--- src/rtl/router_fsm.sv ---
// Control FSM for a 1-input/3-output packet router: decodes the header address,
// sequences header/payload/parity loading and reports busy back to the source.
module router_fsm (
    input  logic       clk,
    input  logic       resetn,
    input  logic       pkt_valid,
    input  logic [1:0] data_in,
    input  logic       fifo_full,
    input  logic       fifo_empty_0,
    input  logic       fifo_empty_1,
    input  logic       fifo_empty_2,
    input  logic       soft_reset_0,
    input  logic       soft_reset_1,
    input  logic       soft_reset_2,
    input  logic       parity_done,
    input  logic       low_pkt_valid,
    output logic       write_enb_reg,
    output logic       detect_add,
    output logic       ld_state,
    output logic       laf_state,
    output logic       lfd_state,
    output logic       full_state,
    output logic       rst_int_reg,
    output logic       busy
);

    localparam int unsigned ADDR_W = 2;
    localparam int unsigned CHAN_N = 4;

    typedef enum logic [2:0] {
        ST_DA  = 3'd0,
        ST_LFD = 3'd1,
        ST_LD  = 3'd2,
        ST_WTE = 3'd3,
        ST_FFS = 3'd4,
        ST_LAF = 3'd5,
        ST_LP  = 3'd6,
        ST_CPE = 3'd7
    } state_t;

    state_t              state_q, state_d;
    logic [ADDR_W-1:0]   addr_q, addr_d;

    // Channel 3 is not a real channel; its slot reads as never-empty / never-reset.
    logic [CHAN_N-1:0]   empty_vec;
    logic [CHAN_N-1:0]   soft_vec;
    logic                soft_hit;
    logic                hdr_ok;

    assign empty_vec = {1'b0, fifo_empty_2, fifo_empty_1, fifo_empty_0};
    assign soft_vec  = {1'b0, soft_reset_2, soft_reset_1, soft_reset_0};
    assign soft_hit  = soft_vec[addr_q];
    assign hdr_ok    = pkt_valid && (data_in != 2'd3);

    always_ff @(posedge clk) begin
        if (!resetn) begin
            state_q <= ST_DA;
            addr_q  <= '0;
        end else begin
            state_q <= state_d;
            addr_q  <= addr_d;
        end
    end

    always_comb begin
        state_d = state_q;
        addr_d  = addr_q;
        if (state_q == ST_DA) begin
            addr_d = data_in;
        end
        if (soft_hit) begin
            state_d = ST_DA;
        end else begin
            unique case (state_q)
                ST_DA: begin
                    if (hdr_ok) begin
                        state_d = empty_vec[data_in] ? ST_LFD : ST_WTE;
                    end
                end
                ST_LFD: state_d = ST_LD;
                ST_LD: begin
                    if (fifo_full) begin
                        state_d = ST_FFS;
                    end else if (!pkt_valid) begin
                        state_d = ST_LP;
                    end
                end
                ST_FFS: begin
                    if (!fifo_full) begin
                        state_d = ST_LAF;
                    end
                end
                ST_LAF: begin
                    if (parity_done) begin
                        state_d = ST_DA;
                    end else if (low_pkt_valid) begin
                        state_d = ST_LP;
                    end else begin
                        state_d = ST_LD;
                    end
                end
                ST_LP:  state_d = ST_CPE;
                ST_CPE: state_d = fifo_full ? ST_FFS : ST_DA;
                ST_WTE: begin
                    if (empty_vec[addr_q]) begin
                        state_d = ST_LFD;
                    end
                end
                default: state_d = ST_DA;
            endcase
        end
    end

    always_comb begin
        write_enb_reg = 1'b0;
        detect_add    = 1'b0;
        ld_state      = 1'b0;
        laf_state     = 1'b0;
        lfd_state     = 1'b0;
        full_state    = 1'b0;
        rst_int_reg   = 1'b0;
        busy          = 1'b0;
        unique case (state_q)
            ST_DA:  detect_add = 1'b1;
            ST_LFD: begin
                lfd_state = 1'b1;
                busy      = 1'b1;
            end
            ST_LD: begin
                ld_state      = 1'b1;
                write_enb_reg = 1'b1;
            end
            ST_FFS: begin
                full_state = 1'b1;
                busy       = 1'b1;
            end
            ST_LAF: begin
                laf_state     = 1'b1;
                write_enb_reg = 1'b1;
                busy          = 1'b1;
            end
            ST_LP: begin
                write_enb_reg = 1'b1;
                busy          = 1'b1;
            end
            ST_CPE: begin
                rst_int_reg = 1'b1;
                busy        = 1'b1;
            end
            ST_WTE: busy = 1'b1;
            default: detect_add = 1'b1;
        endcase
    end

endmodule

--- config.mk ---
export PLATFORM = sky130hd
export DESIGN_NAME = router_fsm
export DESIGN_NICKNAME = d
export VERILOG_FILES = /design/src/rtl/router_fsm.sv
export SDC_FILE = /design/constraint.sdc
export NUM_CORES = 1
export LEC_CHECK = 0
export BUFFER_PORTS_ARGS = -buffer_cell sky130_fd_sc_hd__buf_2
export CELL_PAD_IN_SITES_DETAIL_PLACEMENT = 1
export CELL_PAD_IN_SITES_GLOBAL_PLACEMENT = 2
export CORE_AREA = 2 2 48 50
export CTS_CLUSTER_DIAMETER = 30
export DETAILED_ROUTE_END_ITERATION = 10
export DIE_AREA = 0 0 50 52
export GPL_TIMING_DRIVEN = 0
export PLACE_DENSITY = 0.68
export SETUP_SLACK_MARGIN = 0.4
export SLEW_MARGIN = 20
export SYNTH_ARGS = -nofsm -noshare
export SYNTH_HDL_FRONTEND = slang
export SYNTH_SLANG_ARGS = --single-unit
--- constraint.sdc ---
create_clock -name clk -period 1.6 [get_ports clk]
set_clock_uncertainty 0.1 [all_clocks]
set_input_delay 0.24 -clock clk [delete_from_list [all_inputs] [get_ports clk]]
set_output_delay 0.24 -clock clk [all_outputs]
set_load 0.02 [all_outputs]
==> results of run 1 <==
cells in the final DEF, fill, tap and decap left out, types with 2 or more instances in the layout:
master	Yosys	routed
buf_6	0	10
mux2i_1	5	5
buf_4	2	10
nand3b_1	2	2
a21o_1	2	2
nor2_1	3	3
dfxtp_1	5	2
nand2b_1	3	3
dfxtp_2	0	3
nor2_4	2	2
clkbuf_4	0	3
nand2_1	2	2
a21oi_1	3	3
buf_2	1	14
nor2b_1	2	2
cells by family (layout without fill, tap and decap cells):
logic type,after synthesis,in the layout,share of synthesized area (%)
AOI/OAI and AO/OA,15,15,27.6
buffers and inverters,5,42,6.39
DFF,5,5,23.3
muxes,5,5,11.6
and+or+nand+nor,21,21,31.1
critical path, delay by kind of cell (launching register included):
family / cells / cell delay, ns
simple gates: 2 / 0.33
buf+inv: 2 / 0.27
flops: 1 / 0.31
final cells by class:
type	count	area (sq um)	area share, %
multi-input cells	41	318	40.3
repair buffers	33	255	32.4
flip-flops and latches	5	104	13.2
plain buffers	3	37.5	4.76
well taps	28	35.0	4.44
clock buffers	4	26.3	3.33
inverters	2	12.5	1.59
worst min path at each step:
stage | slack, ns | to | cells after the start
global placement | 0.39 | addr_q[1] | 2
floorplan | 0.27 | addr_q[0] | 1
CTS | 0.14 | addr_q[0] | 2
detailed placement | 0.40 | addr_q[0] | 2
global route | 0.15 | addr_q[0] | 2
finish | 0.13 | addr_q[0] | 2
where the power goes:
part | switching [mW] | internal (mW)
Clock | 0.0604 | 0.0948
Combinational | 0.136 | 0.167
Sequential | 0.0120 | 0.139
registers in the layout (all words and copies together), names as in the netlist:
signal   flops
addr_q       2
state_q      3
per-stage QoR:
stage	setup slack, ns	hold WS, ns
2_1_floorplan	0.240	0.268
3_3_place_gp	0.167	0.392
3_5_place_dp	0.168	0.399
4_1_cts	0.0799	0.137
5_1_grt	0.0405	0.147
6_report	0.0936	0.132
per-layer routing:
metal | up-vias | share of wire [%] | GRT usage [%]
li1 | 260 | - | -
met1 | 231 | 46 | 15.2
met2 | 21 | 45 | 18.9
met3 | 3 | 6.5 | 3.45
met4 | 0 | 2.3 | 6.94
met5 | - | 0 | 0
what timing repair did:
item / in CTS / in global routing
pin swaps: 4 / 0
hold endpoints to repair: 0 / 0
setup buffers: 8 / 4
endpoints found under the setup margin: 12 / 13
gates resized for setup: 22 / 4
==> impl_metrics.env, run 1 <==
export IMPL_run_status="finished clean"
export IMPL_synthArstFlopShare_pct=0
export IMPL_drt_first_pass_iters=4
export IMPL_worstSkewPairLatency_ns=0.25
export IMPL_coreArea_sq_mm=0.00211
export IMPL_synth_top_area_share_pct=23.3
export IMPL_power_total_mw=0.610
export IMPL_die_area_sq_mm=0.00260
export IMPL_cts_htree_levels=1
export IMPL_critPathKind="reg2out"
export IMPL_synth_fp_nets=65
export IMPL_ys_ff_latch=5
export IMPL_rsz0062_at_grt="true"
export IMPL_crit_path_max_fanout=8
export IMPL_initial_utilization_pct=20.4
export IMPL_clkTransAtPathRegs_ns=0.04
export IMPL_ys_warn_count=0
export IMPL_min_period_ns=1.51
export IMPL_cp_slowest_cell="dfxtp_2"
export IMPL_area_delta_synth_final_pct=83.1
export IMPL_cts_sinks=5
export IMPL_ant_nets=0
export IMPL_crit_path_end="ld_state"
export IMPL_antenna_found_initial=0
export IMPL_grt_overflow_total=0
export IMPL_n_antenna_cell=0
export IMPL_startpoint="state_q[0]"
export IMPL_routedWlPerCell_um=11.4
export IMPL_fill_cells=244
export IMPL_grt_pass1_vias=532
export IMPL_max_freq_mhz=664
export IMPL_grt_pass1_wl_mm=2.35
export IMPL_path_cells="buf_6, or2_4, nor2_1, buf_4"
export IMPL_avgSynthCellArea_sq_um=8.44
export IMPL_r2r_slack_ns=0.12
export IMPL_drc_errors=0
export IMPL_cts_hold_buf=0
export IMPL_yosysUniqueCellTypes=29
export IMPL_ctsLongestPathBuffers=2
export IMPL_r2r_start="state_q[1]"
export IMPL_grt_start_max_net_pins=9
export IMPL_maxSlewViolCount=0
export IMPL_placed_cells=100
export IMPL_postLayoutCoreUtil_pct=37.4
export IMPL_rows=17
export IMPL_power_per_cell_area_mw_per_mm2=774
export IMPL_hold_path_startpoint="resetn"
export IMPL_start_kind="register"
export IMPL_cap_violations=0
export IMPL_io_pin_count=22
export IMPL_worst_pin_slew_ns=0.402
export IMPL_cts_tree="done"
export IMPL_drive_gt1_share_pct=58.0
export IMPL_period_share_pct=94.1
export IMPL_synth_area_leader_cell="dfxtp_1"
export IMPL_dp_hpwl_um=970
export IMPL_postPlaceCellArea_sq_um=591
export IMPL_design_area_sq_um=788
export IMPL_instances_no_fill=116
export IMPL_drtIter0Drc=1
export IMPL_reg2reg_depth=7
export IMPL_leakage_nw=0.381
export IMPL_cpPeakStageDelay_ns=0.31
export IMPL_setup_worst_path_end_class="output port"
export IMPL_root_buffer="clkbuf_4"
export IMPL_gr_usage_all_layers_pct=12.2
export IMPL_reg2reg_to="state_q[0]"
export IMPL_cp_arrival_ns=1.17
export IMPL_cts_buffers=3
export IMPL_vias_per_cell=4.44
export IMPL_fp_dieW_um=50
export IMPL_port_buffers=21
export IMPL_nets=103
export IMPL_netlist_instances=51
export IMPL_die_h_um=52
export IMPL_hold_path_class="in2reg"
export IMPL_synth_area_sq_um=430
export IMPL_ir_worst_vdd_v=0.000390
export IMPL_synth_area_leaders="dfxtp_1 (23%), mux2i_1 (12%), nor2_4 (5.2%)"
export IMPL_synth_edff_count=0
export IMPL_finalSetupTns_ns=0
export IMPL_setup_violations=0
export IMPL_worstPathRequired_ns=1.26
export IMPL_wirelength_mm=1.32
export IMPL_synth_common_cells="dfxtp_1 (5), mux2i_1 (5), a21oi_1 (3), nand2b_1 (3), nor2_1 (3)"
export IMPL_vias=515
export IMPL_finalHoldViolCount=0
export IMPL_place_gp_congestion=0.752
export IMPL_yosysSeqAreaShare_pct=23.3
export IMPL_slew_headroom_pct=73.1
export IMPL_ys_flop_type="dfxtp_1"
(Power assumes the default switching activity.)
==> inputs of run 2 (changes only) <==
- ABC_AREA: unset -> 1
- CORE_AREA: 2 2 48 50 -> 2 2 53 55
- DIE_AREA: 0 0 50 52 -> 0 0 55 57
- PLACE_DENSITY: 0.68 -> 0.71
==> run 2 against run 1 <==
Non-clock buffer count shrank 5. Synthesized area grew 15%. Synthesized cell count grew 80%. Global-route usage shrank 0.93 points. Via count grew 27%. Hold slack gained 0.032 ns. Sequential power grew 100%. Sequential share of layout area shrank 0.58 points.
==> impl_metrics.env, run 2 <==
export IMPL_cts_hold_buf=0
export IMPL_cts_sinks=5
export IMPL_cts_htree_levels=1
export IMPL_synth_area_leaders="dfxtp_1 (20%), nand2_1 (19%), inv_1 (14%)"
export IMPL_finalHoldViolCount=0
export IMPL_die_area_sq_mm=0.00314
export IMPL_top_regs="state_q: 3 flops, addr_q: 2 flops"
export IMPL_netlist_instances=92
export IMPL_worstSkewPairLatency_ns=0.24
export IMPL_busiest_layer="met2"
export IMPL_rows=19
export IMPL_finalSetupTns_ns=0
export IMPL_worst_pin_slew_ns=0.199
export IMPL_ant_nets=0
export IMPL_crit_family="flip-flops"
export IMPL_drtIter0Drc=1
export IMPL_ys_flop_type="dfxtp_1"
export IMPL_synth_area_leader_cell="dfxtp_1"
export IMPL_synth_edff_count=0
export IMPL_layout_commonest_cell="nand2_1"
export IMPL_cap_violations=0
export IMPL_synth_common_cells="nand2_1 (25), inv_1 (19), nor2_1 (11)"
export IMPL_vias_per_cell=4.18
export IMPL_cpPeakStageDelay_ns=0.41
export IMPL_n_antenna_cell=0
export IMPL_place_gp_congestion=0.684
export IMPL_root_buffer="clkbuf_4"
export IMPL_cts_buffers=3
export IMPL_grt_overflow_total=0
export IMPL_use_met2_pct=20.2
export IMPL_cts_tree="done"
export IMPL_cp_num_buf_inv=1
export IMPL_slew_headroom_pct=86.6
export IMPL_setup_worst_path_end_class="output port"
export IMPL_rsz0062_at_grt="true"
export IMPL_maxSlewViolCount=0
export IMPL_run_status="finished clean"
export IMPL_critPathKind="reg2out"
export IMPL_avgSynthCellArea_sq_um=5.36
export IMPL_r2r_start="state_q[0]"
export IMPL_vias=656
export IMPL_hold_path_startpoint="resetn"
export IMPL_gr_usage_all_layers_pct=11.3
export IMPL_register_area_sq_um=109
export IMPL_leakage_nw=0.462
export IMPL_worstPathRequired_ns=1.26
export IMPL_ys_ff_latch=5
export IMPL_yosysUniqueCellTypes=15
export IMPL_final_cell_mix="nand2_1 (22), inv_1 (15), buf_2 (14)"
export IMPL_grt_pass1_vias=652
export IMPL_multi_input_area_sq_um=385
export IMPL_max_freq_mhz=741
export IMPL_wirelength_mm=1.59
export IMPL_nets=141
export IMPL_antenna_found_initial=0
export IMPL_synth_top_area_share_pct=20.3
export IMPL_initial_utilization_pct=18.9
export IMPL_path_cells="nand2_2, nor2_2, buf_4"
export IMPL_setup_violations=0
export IMPL_drive_gt1_share_pct=50.0
export IMPL_grt_pass1_wl_mm=2.68
export IMPL_cp_slowest_cell="dfxtp_4"
export IMPL_routedWlPerCell_um=10.1
export IMPL_synthMostInstantiatedCell="nand2_1"
export IMPL_area_delta_synth_final_pct=75.4
export IMPL_grt_start_max_net_pins=8
export IMPL_drc_errors=0
export IMPL_synth_fp_nets=106
export IMPL_period_share_pct=84.3
export IMPL_clkTransAtPathRegs_ns=0.05
export IMPL_power_per_cell_area_mw_per_mm2=2240
export IMPL_start_kind="register"
export IMPL_top_register="state_q"
export IMPL_die_h_um=57
export IMPL_startpoint="state_q[0]"
export IMPL_cp_arrival_ns=1.01
export IMPL_grtUsageMet1_pct=13.4
export IMPL_coreArea_sq_mm=0.00262
export IMPL_hold_path_class="in2reg"
export IMPL_fp_dieW_um=55
export IMPL_synthArstFlopShare_pct=0
export IMPL_drt_first_pass_iters=2
export IMPL_crit_path_max_fanout=6
export IMPL_min_period_ns=1.35
export IMPL_ys_warn_count=0
export IMPL_ir_worst_vdd_v=0.000951
export IMPL_yosysSeqAreaShare_pct=20.3
export IMPL_largest_reg_flops=3
export IMPL_hold_ws_ns=0.164
export IMPL_fill_cells=342
export IMPL_dp_hpwl_mm=1.18
export IMPL_port_buffers=21
export IMPL_met3_usage_pct=3.40
export IMPL_synth_area_sq_um=493
export IMPL_io_pin_count=22
export IMPL_ctsLongestPathBuffers=2
-- run 2: cell types whose count changed after synthesis, sizes merged, moves of 3 or more --
cell,previous run,this run
inv,2,20
mux2i,5,0
nand2,2,29
nand2b,3,0
nand3,0,8
nor2,5,17
o21ai,1,7
-- run 2: final timing paths --
path | slack [ns] | depth (start not counted) | to
max | 0.25 | 3 | rst_int_reg
min reg2reg | 0.44 | 2 | addr_q[0]
max reg2reg | 0.29 | 10 | state_q[1]
min | 0.16 | 3 | addr_q[0]
-- run 2: where the power goes --
group	internal, mW	leakage [nW]	switching [mW]
Combinational	0.686	0.404	0.798
Sequential	0.204	0.0431	0.106
Clock	0.0943	0.0150	0.0516
-- run 2: cell type report --
cell class / count / share of cell area [%]
inverters: 20 / 8.97
well taps: 31 / 4.49
flip-flops and latches: 5 / 12.6
multi-input cells: 66 / 44.6
clock buffers: 4 / 3.04
repair buffers: 30 / 25.0
plain buffers: 1 / 1.30
-- run 2: timing repair --
action | 4_1_cts | 5_1_grt
buffers inserted | 8 | 0
resized for setup | 27 | 9
endpoints found under the hold margin | 0 | 0
setup endpoints to repair | 11 | 13
pin swaps | 5 | 1
gates cloned | 1 | 0
-- run 2: stage by stage --
step | instances | power (mW) | cell area (sq um) | setup slack (ns) | utilization, %
after global placement | 144 | 1.28 | 657 | 0.300 | 25.1
final | 157 | 1.94 | 865 | 0.251 | 33.1
after floorplan | 92 | 1.02 | 513 | 0.372 | -
after global routing | 157 | 2.13 | 865 | 0.191 | 33.1
after detailed placement | 144 | 1.29 | 657 | 0.286 | 25.1
after CTS | 157 | 1.88 | 842 | 0.242 | 32.2
-- run 2: cells by family (layout without fill, tap and decap cells) --
| logic type | after synthesis | after routing | share of synthesized area, % |
|---|---|---|---|
| AO/OA/AOI/OAI | 10 | 10 | 10.7 |
| AND/OR/NAND/NOR | 56 | 56 | 51.5 |
| buffers and inverters | 21 | 55 | 17.5 |
| flip-flops | 5 | 5 | 20.3 |
-- run 2: per-layer routing --
| metal | vias up | share of wire, % |
|---|---|---|
| met3 | 0 | 5.8 |
| met2 | 20 | 52 |
| li1 | 346 | - |
| met4 | 0 | 0 |
| met1 | 290 | 43 |
| met5 | - | 0 |
-- run 2: worst min-delay path, stage by stage --
cell and delay [ns]:
buf_2 0.12, o21ai_2 0.06, a21oi_2 0.03
==> inputs of run 3 (changes only) <==
- clock period: 1.6 -> 1.4 ns (I/O delays scaled with it)
==> run 3 against run 2 <==
Design area down 3.3%. Routed wire length down 8.7%. Via count down 3.4%. Count of clock-buffer cells in the layout unchanged. Critical path type unchanged. Largest cell class unchanged.
==> impl_metrics.env, run 3 (synthesis gave the netlist of run 2 again) <==
export IMPL_instances_no_fill=156
export IMPL_ir_worst_vdd_v=0.000928
export IMPL_path_cells="inv_1, nand3_2, nand2_1, buf_4"
export IMPL_vias=634
export IMPL_run_status="finished clean"
export IMPL_power_per_cell_area_mw_per_mm2=2500
export IMPL_cts_hold_buf=0
export IMPL_startpoint="state_q[1]"
export IMPL_postLayoutCoreUtil_pct=32.0
export IMPL_nets=140
export IMPL_cts_tree="done"
export IMPL_top_regs="state_q: 3 flops, addr_q: 2 flops"
export IMPL_finalHoldViolCount=0
export IMPL_wirelength_mm=1.45
export IMPL_hold_path_class="in2reg"
export IMPL_ant_nets=0
export IMPL_critPathKind="reg2out"
export IMPL_gr_usage_all_layers_pct=11.4
export IMPL_grt_start_max_net_pins=8
export IMPL_ctsLongestPathBuffers=2
export IMPL_cts_htree_levels=1
export IMPL_worstPathRequired_ns=1.09
export IMPL_vias_per_cell=4.06
export IMPL_place_gp_congestion=0.631
export IMPL_setup_worst_path_end_class="output port"
export IMPL_cts_buffers=3
export IMPL_r2r_slack_ns=0.14
export IMPL_worst_pin_slew_ns=0.205
export IMPL_die_h_um=57
export IMPL_dp_hpwl_mm=1.14
export IMPL_largest_reg_flops=3
export IMPL_antenna_found_initial=0
export IMPL_routedWlPerCell_um=9.31
export IMPL_reg2reg_depth=8
export IMPL_worstSkewPairLatency_ns=0.25
export IMPL_layout_commonest_cell="nand2_1"
export IMPL_slew_headroom_pct=86.3
export IMPL_grt_pass1_vias=650
export IMPL_start_kind="register"
export IMPL_r2r_start="state_q[1]"
export IMPL_initial_utilization_pct=18.9
export IMPL_cpPeakStageDelay_ns=0.40
export IMPL_grt_pass1_wl_mm=2.68
export IMPL_postPlaceCellArea_sq_um=674
export IMPL_n_antenna_cell=0
export IMPL_coreArea_sq_mm=0.00262
export IMPL_setup_violations=0
export IMPL_min_period_ns=1.33
export IMPL_rows=19
export IMPL_drtIter0Drc=2
export IMPL_placed_cells=144
export IMPL_reg2reg_to="state_q[2]"
export IMPL_cp_slowest_cell="dfxtp_4"
export IMPL_drive_gt1_share_pct=49.6
export IMPL_drt_first_pass_iters=4
export IMPL_clkTransAtPathRegs_ns=0.05
export IMPL_final_cell_mix="nand2_1 (22), inv_1 (15), buf_2 (15)"
export IMPL_rsz0062_at_grt="true"
export IMPL_die_area_sq_mm=0.00314
export IMPL_crit_path_max_fanout=7
export IMPL_max_freq_mhz=751
export IMPL_maxSlewViolCount=0
export IMPL_grt_overflow_total=0
export IMPL_io_pin_count=22
export IMPL_top_register="state_q"
export IMPL_fp_dieW_um=55
export IMPL_root_buffer="clkbuf_4"
export IMPL_crit_path_end="write_enb_reg"
export IMPL_cap_violations=0
export IMPL_drc_errors=0
export IMPL_area_delta_synth_final_pct=69.5
export IMPL_design_area_sq_um=836
export IMPL_period_share_pct=95.1
export IMPL_port_buffers=21
export IMPL_cp_arrival_ns=1.02
export IMPL_leakage_nw=0.452
export IMPL_cts_sinks=5
==> run 3: cell types whose count changed in the layout (fill, tap and decap cells not counted), sizes merged <==
cell  before  now
buf       31   30
==> run 3: routing by layer <==
metal / share of wire [%] / wire [um] / track usage, % / vias to the layer above
met3: 7.6 / 110 / 3.14 / 0
li1: - / - / - / 348
met4: 0 / 0 / 2.09 / 0
met5: 0 / 0 / 0 / -
met2: 45 / 651 / 18.2 / 22
met1: 48 / 690 / 15.2 / 264
==> run 3: metrics by stage <==
stage / power [mW] / hold slack [ns] / setup slack (ns) / TNS [ns]
after global routing: 2.33 / 0.130 / -0.00238 / -0.00238
after detailed placement: 1.50 / 0.393 / 0.0856 / 0
after CTS: 2.09 / 0.108 / 0.0525 / 0
final: 2.09 / 0.118 / 0.0685 / 0
after global placement: 1.51 / 0.388 / 0.0885 / 0
after floorplan: 1.21 / 0.248 / 0.204 / 0
==> run 3: worst min path at each step <==
stage               slack (ns)        end  startpoint  cells after the start
floorplan                 0.25  addr_q[0]      resetn                      2
global placement          0.39  addr_q[1]      resetn                      3
detailed placement        0.39  addr_q[0]      resetn                      3
CTS                       0.11  addr_q[1]      resetn                      3
global route              0.13  addr_q[1]      resetn                      3
finish                    0.12  addr_q[1]      resetn                      3
==> run 3: critical path, delay by kind of cell, from the launching register on <==
family	cells	cell delay, ns
flops	1	0.40
buf+inv	2	0.23
simple gates	2	0.14
==> run 3: final cells by class <==
cell class              count  area (sq um)
inverters                  20          77.6
flip-flops and latches      5           109
clock buffers               4          26.3
repair buffers             29           199
plain buffers               1          11.3
multi-input cells          66           374
well taps                  31          38.8
fillers                   364          1780
==> run 3: repair_timing <==
item / CTS / global route
setup buffers: 6 / 1
gates cloned: 1 / 0
hold endpoints to repair: 0 / 0
resized for setup: 23 / 3
pin swaps: 6 / 0
endpoints found under the setup margin: 13 / 13
==> run 3: power breakdown <==
part / leakage [nW] / internal [mW] / switching [mW]
logic: 0.394 / 0.715 / 0.856
clock network: 0.0150 / 0.108 / 0.0674
registers: 0.0431 / 0.232 / 0.113
total: 0.452 / 1.06 / 1.04
